### src/rtl/ulpi_reg_ctrl_if.sv
// ulpi_reg_ctrl_if
// Register-access port between the ULPI wrapper and ulpi_reg_ctrl.
//   READY      : wrapper ready for register operations (wrapper -> ctrl)
//   REG_EN     : one-cycle request strobe               (ctrl -> wrapper)
//   REG_RW     : 1 = write, 0 = read                    (ctrl -> wrapper)
//   REG_ADDR   : PHY register address                   (ctrl -> wrapper)
//   REG_DATA_I : write data                             (ctrl -> wrapper)
//   REG_DATA_O : read data, valid with REG_DONE         (wrapper -> ctrl)
//   REG_DONE   : access complete, single cycle          (wrapper -> ctrl)
//   REG_FAIL   : access aborted, single cycle           (wrapper -> ctrl)
// master = controller side, slave = wrapper/PHY side.
interface ulpi_reg_ctrl_if;
    logic       READY;
    logic       REG_EN;
    logic       REG_RW;
    logic [5:0] REG_ADDR;
    logic [7:0] REG_DATA_I;
    logic [7:0] REG_DATA_O;
    logic       REG_DONE;
    logic       REG_FAIL;

    modport master (
        input  READY, REG_DATA_O, REG_DONE, REG_FAIL,
        output REG_EN, REG_RW, REG_ADDR, REG_DATA_I
    );

    modport slave (
        output READY, REG_DATA_O, REG_DONE, REG_FAIL,
        input  REG_EN, REG_RW, REG_ADDR, REG_DATA_I
    );
endinterface

### src/rtl/ulpi_reg_ctrl.sv
// ulpi_reg_ctrl
// Owns the ULPI PHY register port: after reset and READY it writes and
// read-back-verifies a fixed init table (with retries), then serves two
// client requesters round-robin, one access in flight.
//   CLK_60M   : ULPI clock
//   RST_USB   : synchronous active-high reset
//   phy       : register-access port (master side)
//   CLI_REQ/CLI_RW/CLI_ADDR/CLI_WDATA : client i request, fields at slice i
//   CLI_DONE/CLI_FAIL : one-cycle completion pulse to the served client
//   CLI_RDATA : read data, valid while CLI_DONE pulses
//   INIT_DONE / INIT_ERR : sticky init outcome
//
// state     | meaning
// WAIT_RDY  | after reset, waiting for READY
// INIT_WR   | issue write of init entry idx
// INIT_WR_W | wait for init write completion
// INIT_RD   | issue read-back of init entry idx
// INIT_RD_W | wait for read-back, compare data
// RETRY     | count a failed attempt, give up at RETRY_MAX
// ARB       | pick next client (round-robin)
// CLI_ISSUE | issue latched client access
// CLI_W     | wait for client access completion
// ARB_HOLD  | one idle cycle so the served client can drop REQ
module ulpi_reg_ctrl #(
    parameter int unsigned RETRY_MAX = 3,
    parameter int unsigned TIMEOUT   = 200
) (
    input  logic            CLK_60M,
    input  logic            RST_USB,
    ulpi_reg_ctrl_if.master phy,
    input  logic [1:0]      CLI_REQ,
    input  logic [1:0]      CLI_RW,
    input  logic [11:0]     CLI_ADDR,
    input  logic [15:0]     CLI_WDATA,
    output logic [1:0]      CLI_DONE,
    output logic [1:0]      CLI_FAIL,
    output logic [7:0]      CLI_RDATA,
    output logic            INIT_DONE,
    output logic            INIT_ERR
);

    localparam logic [7:0] TO_VAL = 8'(TIMEOUT);
    localparam logic [3:0] RMAX   = 4'(RETRY_MAX);

    typedef enum logic [3:0] {
        WAIT_RDY, INIT_WR, INIT_WR_W, INIT_RD, INIT_RD_W,
        RETRY, ARB, CLI_ISSUE, CLI_W, ARB_HOLD
    } state_t;

    state_t     state, state_nx;
    logic [1:0] idx;
    logic [3:0] retry_cnt, retry_nx;
    logic [7:0] to_cnt;
    logic       last, grant;
    logic       c_g, c_rw;
    logic [5:0] c_addr;
    logic [7:0] c_wdata;
    logic       rst_pend;
    logic [5:0] ent_addr;
    logic [7:0] ent_data;
    logic       cmpl_ok, cmpl_fail;
    logic       reg_en, reg_rw;
    logic [5:0] reg_addr;
    logic [7:0] reg_wdata;

    always_comb begin
        case (idx)
            2'd0:    begin ent_addr = 6'h04; ent_data = 8'h45; end
            2'd1:    begin ent_addr = 6'h0A; ent_data = 8'h00; end
            default: begin ent_addr = 6'h07; ent_data = 8'h00; end
        endcase
    end

    assign phy.REG_EN     = reg_en;
    assign phy.REG_RW     = reg_rw;
    assign phy.REG_ADDR   = reg_addr;
    assign phy.REG_DATA_I = reg_wdata;

    always_comb begin
        state_nx  = state;
        reg_en    = 1'b0;
        reg_rw    = 1'b0;
        reg_addr  = 6'h00;
        reg_wdata = 8'h00;
        retry_nx  = retry_cnt + 4'd1;
        // DONE beats FAIL; a READY drop means the PHY went into reset.
        cmpl_ok   = phy.REG_DONE;
        cmpl_fail = !phy.REG_DONE &&
                    (phy.REG_FAIL || !phy.READY || to_cnt == TO_VAL);
        grant     = (CLI_REQ == 2'b11) ? ~last : CLI_REQ[1];
        case (state)
            WAIT_RDY: if (phy.READY) state_nx = INIT_WR;
            INIT_WR: begin
                reg_rw = 1'b1; reg_addr = ent_addr; reg_wdata = ent_data;
                if (phy.READY) begin
                    reg_en   = 1'b1;
                    state_nx = INIT_WR_W;
                end
            end
            INIT_WR_W: begin
                reg_rw = 1'b1; reg_addr = ent_addr; reg_wdata = ent_data;
                if (cmpl_ok)        state_nx = INIT_RD;
                else if (cmpl_fail) state_nx = RETRY;
            end
            INIT_RD: begin
                reg_addr = ent_addr; reg_wdata = ent_data;
                if (phy.READY) begin
                    reg_en   = 1'b1;
                    state_nx = INIT_RD_W;
                end
            end
            INIT_RD_W: begin
                reg_addr = ent_addr; reg_wdata = ent_data;
                if (cmpl_ok && phy.REG_DATA_O == ent_data)
                    state_nx = (idx == 2'd2) ? ARB : INIT_WR;
                else if (cmpl_ok || cmpl_fail)
                    state_nx = RETRY;
            end
            RETRY: state_nx = (retry_nx >= RMAX) ? ARB : INIT_WR;
            ARB: if (phy.READY && !rst_pend && |CLI_REQ) state_nx = CLI_ISSUE;
            CLI_ISSUE: begin
                reg_rw = c_rw; reg_addr = c_addr; reg_wdata = c_wdata;
                if (phy.READY) begin
                    reg_en   = 1'b1;
                    state_nx = CLI_W;
                end
            end
            CLI_W: begin
                reg_rw = c_rw; reg_addr = c_addr; reg_wdata = c_wdata;
                if (cmpl_ok || cmpl_fail) state_nx = ARB_HOLD;
            end
            ARB_HOLD: state_nx = ARB;
            default:  state_nx = WAIT_RDY;
        endcase
    end

    always_ff @(posedge CLK_60M) begin
        if (RST_USB) begin
            state     <= WAIT_RDY;
            idx       <= 2'd0;
            retry_cnt <= 4'd0;
            to_cnt    <= 8'd0;
            last      <= 1'b1;
            c_g       <= 1'b0;
            c_rw      <= 1'b0;
            c_addr    <= 6'h00;
            c_wdata   <= 8'h00;
            rst_pend  <= 1'b0;
            CLI_DONE  <= 2'b00;
            CLI_FAIL  <= 2'b00;
            CLI_RDATA <= 8'h00;
            INIT_DONE <= 1'b0;
            INIT_ERR  <= 1'b0;
        end else begin
            state    <= state_nx;
            CLI_DONE <= 2'b00;
            CLI_FAIL <= 2'b00;
            if (reg_en)
                to_cnt <= 8'd0;
            else if (to_cnt != 8'hFF)
                to_cnt <= to_cnt + 8'd1;
            // A PHY-reset write is only followed up once READY has dropped.
            if (!phy.READY)
                rst_pend <= 1'b0;
            case (state)
                INIT_RD_W: begin
                    if (cmpl_ok && phy.REG_DATA_O == ent_data) begin
                        idx       <= idx + 2'd1;
                        retry_cnt <= 4'd0;
                        if (idx == 2'd2)
                            INIT_DONE <= 1'b1;
                    end
                end
                RETRY: begin
                    if (retry_nx >= RMAX)
                        INIT_ERR <= 1'b1;
                    else
                        retry_cnt <= retry_nx;
                end
                ARB: begin
                    if (state_nx == CLI_ISSUE) begin
                        c_g     <= grant;
                        last    <= grant;
                        c_rw    <= CLI_RW[grant];
                        c_addr  <= grant ? CLI_ADDR[11:6] : CLI_ADDR[5:0];
                        c_wdata <= grant ? CLI_WDATA[15:8] : CLI_WDATA[7:0];
                    end
                end
                CLI_W: begin
                    if (cmpl_ok) begin
                        CLI_DONE[c_g] <= 1'b1;
                        if (!c_rw)
                            CLI_RDATA <= phy.REG_DATA_O;
                        if (c_rw && c_addr == 6'h04 && c_wdata[5])
                            rst_pend <= 1'b1;
                    end else if (cmpl_fail) begin
                        CLI_FAIL[c_g] <= 1'b1;
                    end
                end
                default: ;
            endcase
        end
    end

endmodule

### src/flat_wrapper.sv
// flat-port wrapper written by rule: the top's interface ports become plain ports
module ulpi_reg_ctrl_flat 
#(
    parameter int unsigned RETRY_MAX = 3,
    parameter int unsigned TIMEOUT   = 200
)
  (CLK_60M, RST_USB, CLI_REQ, CLI_RW, CLI_ADDR, CLI_WDATA, CLI_DONE, CLI_FAIL, CLI_RDATA, INIT_DONE, INIT_ERR, phy_READY, phy_REG_DATA_O, phy_REG_DONE, phy_REG_FAIL, phy_REG_EN, phy_REG_RW, phy_REG_ADDR, phy_REG_DATA_I);
  ulpi_reg_ctrl_if phy_i ();
  input  logic CLK_60M;
  input  logic RST_USB;
  input  logic [1:0] CLI_REQ;
  input  logic [1:0] CLI_RW;
  input  logic [11:0] CLI_ADDR;
  input  logic [15:0] CLI_WDATA;
  output logic [1:0] CLI_DONE;
  output logic [1:0] CLI_FAIL;
  output logic [7:0] CLI_RDATA;
  output logic INIT_DONE;
  output logic INIT_ERR;
  input wire logic [$bits(phy_i.READY)-1:0] phy_READY;
  input wire logic [$bits(phy_i.REG_DATA_O)-1:0] phy_REG_DATA_O;
  input wire logic [$bits(phy_i.REG_DONE)-1:0] phy_REG_DONE;
  input wire logic [$bits(phy_i.REG_FAIL)-1:0] phy_REG_FAIL;
  output wire logic [$bits(phy_i.REG_EN)-1:0] phy_REG_EN;
  output wire logic [$bits(phy_i.REG_RW)-1:0] phy_REG_RW;
  output wire logic [$bits(phy_i.REG_ADDR)-1:0] phy_REG_ADDR;
  output wire logic [$bits(phy_i.REG_DATA_I)-1:0] phy_REG_DATA_I;
  assign phy_i.READY = phy_READY;
  assign phy_i.REG_DATA_O = phy_REG_DATA_O;
  assign phy_i.REG_DONE = phy_REG_DONE;
  assign phy_i.REG_FAIL = phy_REG_FAIL;
  assign phy_REG_EN = phy_i.REG_EN;
  assign phy_REG_RW = phy_i.REG_RW;
  assign phy_REG_ADDR = phy_i.REG_ADDR;
  assign phy_REG_DATA_I = phy_i.REG_DATA_I;
  ulpi_reg_ctrl #(.RETRY_MAX(RETRY_MAX), .TIMEOUT(TIMEOUT)) u_core (.CLK_60M(CLK_60M), .RST_USB(RST_USB), .phy(phy_i), .CLI_REQ(CLI_REQ), .CLI_RW(CLI_RW), .CLI_ADDR(CLI_ADDR), .CLI_WDATA(CLI_WDATA), .CLI_DONE(CLI_DONE), .CLI_FAIL(CLI_FAIL), .CLI_RDATA(CLI_RDATA), .INIT_DONE(INIT_DONE), .INIT_ERR(INIT_ERR));
endmodule
### config.mk
export PLATFORM = sky130hd
export DESIGN_NAME = ulpi_reg_ctrl_flat
export DESIGN_NICKNAME = d
export VERILOG_FILES = /design/src/rtl/ulpi_reg_ctrl_if.sv /design/src/rtl/ulpi_reg_ctrl.sv /design/src/flat_wrapper.sv
export SDC_FILE = /design/constraint.sdc
export NUM_CORES = 1
export LEC_CHECK = 0
export CAP_MARGIN = 25
export CELL_PAD_IN_SITES_DETAIL_PLACEMENT = 0
export CELL_PAD_IN_SITES_GLOBAL_PLACEMENT = 1
export CORE_MARGIN = 3
export CORE_UTILIZATION = 38
export DETAILED_ROUTE_END_ITERATION = 6
export PLACE_DENSITY = 0.9
export REMOVE_ABC_BUFFERS = 1
export SKIP_LAST_GASP = 1
export SLEW_MARGIN = 20
export SYNTH_ARGS = -nofsm -noshare
export SYNTH_HDL_FRONTEND = slang
export SYNTH_SLANG_ARGS = --single-unit
### constraint.sdc
create_clock -name CLK_60M -period 5.1 [get_ports CLK_60M]
set_input_delay 1.02 -clock CLK_60M [delete_from_list [all_inputs] [get_ports CLK_60M]]
set_output_delay 1.02 -clock CLK_60M [all_outputs]
set_load 0.05 [all_outputs]
==> summary.md <==
| Metric | Value |
|---|---|
| Mean routed wirelength per cell | between 10 and 15 microns |
| Leak | between 1 and 1.5 nW |
| Min Tclk post-route | between 3 and 4 ns |
| Reg power frac | 0.448 |
| GR Overflow Total | 0 |
| Setup TNS | 0 ns |
| Area Overhead vs Synth | 32.7% |
| CTS Hold Bufs | 0 |
| Hold_ws | between 0.4 and 0.5 ns |
| CTS tree | built |
| Die width | 90.7 microns |
| Seq. cell area | roughly 1000 sq um |
| Detailed-route via count | between 2k and 2.5k |
| Slew Limit Headroom | 0.348 |
| Die Area | just over 8000 sq um |
| Vias in the first global route | 2,419 |
| P per Cell Area | 255 nW/um^2 |
| Commonest non-fill, non-tap cell in the layout | clkdlybuf4s50_1 |
| DR DRC count | 0 |
| Root buffer cell | clkbuf_8 |
| Critical Path Sink | phy_REG_EN |
| Switching power | 0.285 mW |
| Worst-margin pin slew | ~0.98 ns |
| Worst-path maximum fanout | 6 |
| H-tree levels | 2 |
| Layout Utilization | 0.527 |
| Sw Ratio | 0.308 |
| Period utilization | 0.738 |
| CP Launch Type | input port |
| Max-slew violation count | 0 |
| Largest net degree at the start of global routing | 58 |
| Post-Synthesis Cell Area | between 2000 and 3000 sq um |
| Reg-to-reg setup timing slack | around 2.8 ns |
| Initial DRT Pass Iterations | 4 |
| Total clock sinks | 50 |
| Site Rows | 30 |
| Most frequent cells in the layout | clkdlybuf4s50_1, nand2_1, dfxtp_1, nor2_1, a21oi_1 |
| WS Path Type | in -> out |
| GRT Util Overall | 0.160 |
| Reg2reg end | u_core.c_addr[2]$_SDFFE_PP0P_ |
| IO buf count | 74 |
| CTS max path bufs | 2 |
| CP arrival | about 2.8 ns |
| Die Ht | about 91 microns |
| Area of the multi-input gates | 1600 sq um |
| VDD IR max | ~0.15 mV |
| Seq cells post-synth | 50 |
| Fraction of layout cells with a size suffix above 1 | 0.0380 |
| Final wirelength | ~6.5 mm |
| Worst path required time | 4.08 ns |
| Power share of the clock group | 0.300 |
| Final Skew | about 0.0085 ns |
| RSZ-0062 raised after global routing | no |
| Combinational share of power | 0.252 |
| Worst path max stage delay | approximately 0.8 ns |
| FILL cells | between 600 and 700 |
| Syn avg cell area | a little over 8 sq um |
| Sequential share of the synthesized area | 0.367 |
| Global-route wire length before repair | approximately 11 mm |
| Final worst setup slack | about 1.3 ns |
| Worst r2r src | u_core.state[0]$_SDFF_PP0_ |
| Total power | approximately 0.92 mW |
| R2R depth | 5 |
| I/O pin count | 75 |
| Worst-Skew Late Latency | 0.30 ns |
| Synth warn | 0 |
| Power Internal | roughly 0.64 mW |
| FMAX | between 0.2 and 0.3 GHz |
| Initial antenna violation count | 0 |
| Initial Utilization | 0.397 |
| Critical Path Slowest Stage Cell | clkdlybuf4s50_1 |
| Crit-path cells | clkdlybuf4s50_1 -> nand2_1 -> nor2b_1 -> clkdlybuf4s50_1 |
| Post-Synthesis Cells | 330 |
| Via/cell ratio | roughly 5.0 |
| Ys async rst share | 0 |
| Worst slack, placed | roughly 1.3 ns |
| Post-DP HPWL | approximately 4.9 mm |
| Core ar. | between 6000 and 7000 sq um |
| Worst-path clk slew | about 0.090 ns |
| Status | complete, no violations |
| Setup-failing EPs final | 0 |
| Initial drt markers | between 100 and 150 |
| Placer Congestion | 0.832 |
| Post-synth EDFFs | 0 |
| Max-Cap Viols | 0 |
| Final hold viol count | 0 |
| Most used cell, CP | clkdlybuf4s50_1 |
| Post-cts sizing count | 0 |
| Synth unique cells | 50 |
| Hold Crit Class | reg -> reg |
| Post-synth top flop | dfxtp_1 |
| Critical path capture point type | primary output |
| Post-CTS Setup Bufs | 0 |
| CP Launch Point | phy_READY |
| Layout net count | between 400 and 500 |
| Ant diodes | 0 |
| Total CTS buffers | 5 |
| Final ANT Viol Nets | 0 |
per-stage QoR:
stage / instances / instance area (sq um)
2_1_floorplan: 313 / 2650
3_3_place_gp: 483 / 3500
3_5_place_dp: 483 / 3500
6_report: 491 / 3620
4_1_cts: 491 / 3620
5_1_grt: 491 / 3620
how the worst min path moves through the flow:
stage                            startpoint                       endpoint  slack [ns]  cells past startpoint
2_1_floorplan       u_core.c_g$_SDFFE_PP0P_  u_core.CLI_DONE[0]$_SDFF_PP0_        0.41                      1
3_3_place_gp   u_core.INIT_ERR$_SDFFE_PP0P_   u_core.INIT_ERR$_SDFFE_PP0P_        0.44                      2
3_5_place_dp   u_core.INIT_ERR$_SDFFE_PP0P_   u_core.INIT_ERR$_SDFFE_PP0P_        0.44                      2
4_1_cts        u_core.INIT_ERR$_SDFFE_PP0P_   u_core.INIT_ERR$_SDFFE_PP0P_        0.47                      2
5_1_grt        u_core.INIT_ERR$_SDFFE_PP0P_   u_core.INIT_ERR$_SDFFE_PP0P_        0.48                      2
6_report       u_core.INIT_ERR$_SDFFE_PP0P_   u_core.INIT_ERR$_SDFFE_PP0P_        0.46                      2
cell usage after synthesis, types with 2 or more instances:
cell,count,area share
ha_1,7,0.032
clkbuf_1,12,0.017
a32oi_1,2,0.0064
nor2b_1,19,0.044
nand2_1,54,0.074
or3_1,3,0.0069
o31ai_1,3,0.0083
buf_2,4,0.0073
dfxtp_1,50,0.37
and2_1,10,0.023
nor2_1,31,0.043
a31oi_1,3,0.0069
and3_1,2,0.0046
mux2_1,15,0.062
a22o_1,2,0.0064
nand4_1,3,0.0069
or4_1,2,0.0055
nand2b_1,4,0.0092
xnor2_1,6,0.019
a21oi_1,24,0.044
nand3_1,8,0.015
nor3_1,6,0.011
nor2_4,2,0.0083
xor2_1,4,0.013
nor4_1,2,0.0046
mux2i_1,12,0.044
nor3b_1,3,0.0083
o21ai_0,4,0.0073
inv_1,12,0.017
routing by layer:
layer  up-vias  share of wire  track usage
li1       1251              -            -
met1      1101           0.46        0.196
met2        78           0.46        0.275
met3         7          0.067       0.0417
met4         0          0.013       0.0446
met5         -              0            0
power by group through the flow:
stage / sequential (mW) / combinational (mW) / clock (mW)
after floorplan: 0.419 / 0.140 / 0
after global placement: 0.423 / 0.233 / 0
after detailed placement: 0.424 / 0.233 / 0
after CTS: 0.414 / 0.234 / 0.288
after global routing: 0.416 / 0.250 / 0.303
final: 0.414 / 0.233 / 0.277
registers in the layout (all words and copies together) (netlist names), 2 cells and up:
| name | flops |
|---|---|
| u_core.c_wdata | 8 |
| u_core.CLI_FAIL | 2 |
| u_core.CLI_DONE | 2 |
| u_core.CLI_RDATA | 8 |
| u_core.to_cnt | 8 |
| u_core.idx | 2 |
| u_core.c_addr | 6 |
| u_core.state | 4 |
| u_core.retry_cnt | 4 |
cell families (layout without fill, tap and decap cells):
family                   after synthesis  after routing  synth area share
buffers and inverters                 29             94            0.0445
AND/OR/NAND/NOR                      159            159             0.299
XOR/XNOR                              10             10            0.0321
adder cells (fa/ha/maj)                7              7            0.0321
multiplexers                          27             27             0.106
flip-flops                            50             50             0.367
AO/OA/AOI/OAI                         48             48             0.119
critical path, delay by kind of cell:
family / cells / cell delay, ns
AND/OR/NAND/NOR: 2 / 0.32
buffers and inverters: 2 / 1.39
area by class of cell:
class,count,area share
multi-input cells,251,0.443
flip-flops and latches,50,0.277
repair buffers,74,0.203
well taps,96,0.0332
clock buffers,5,0.0190
inverters,12,0.0125
clock inverters,3,0.0121
(Power assumes the default switching activity.)
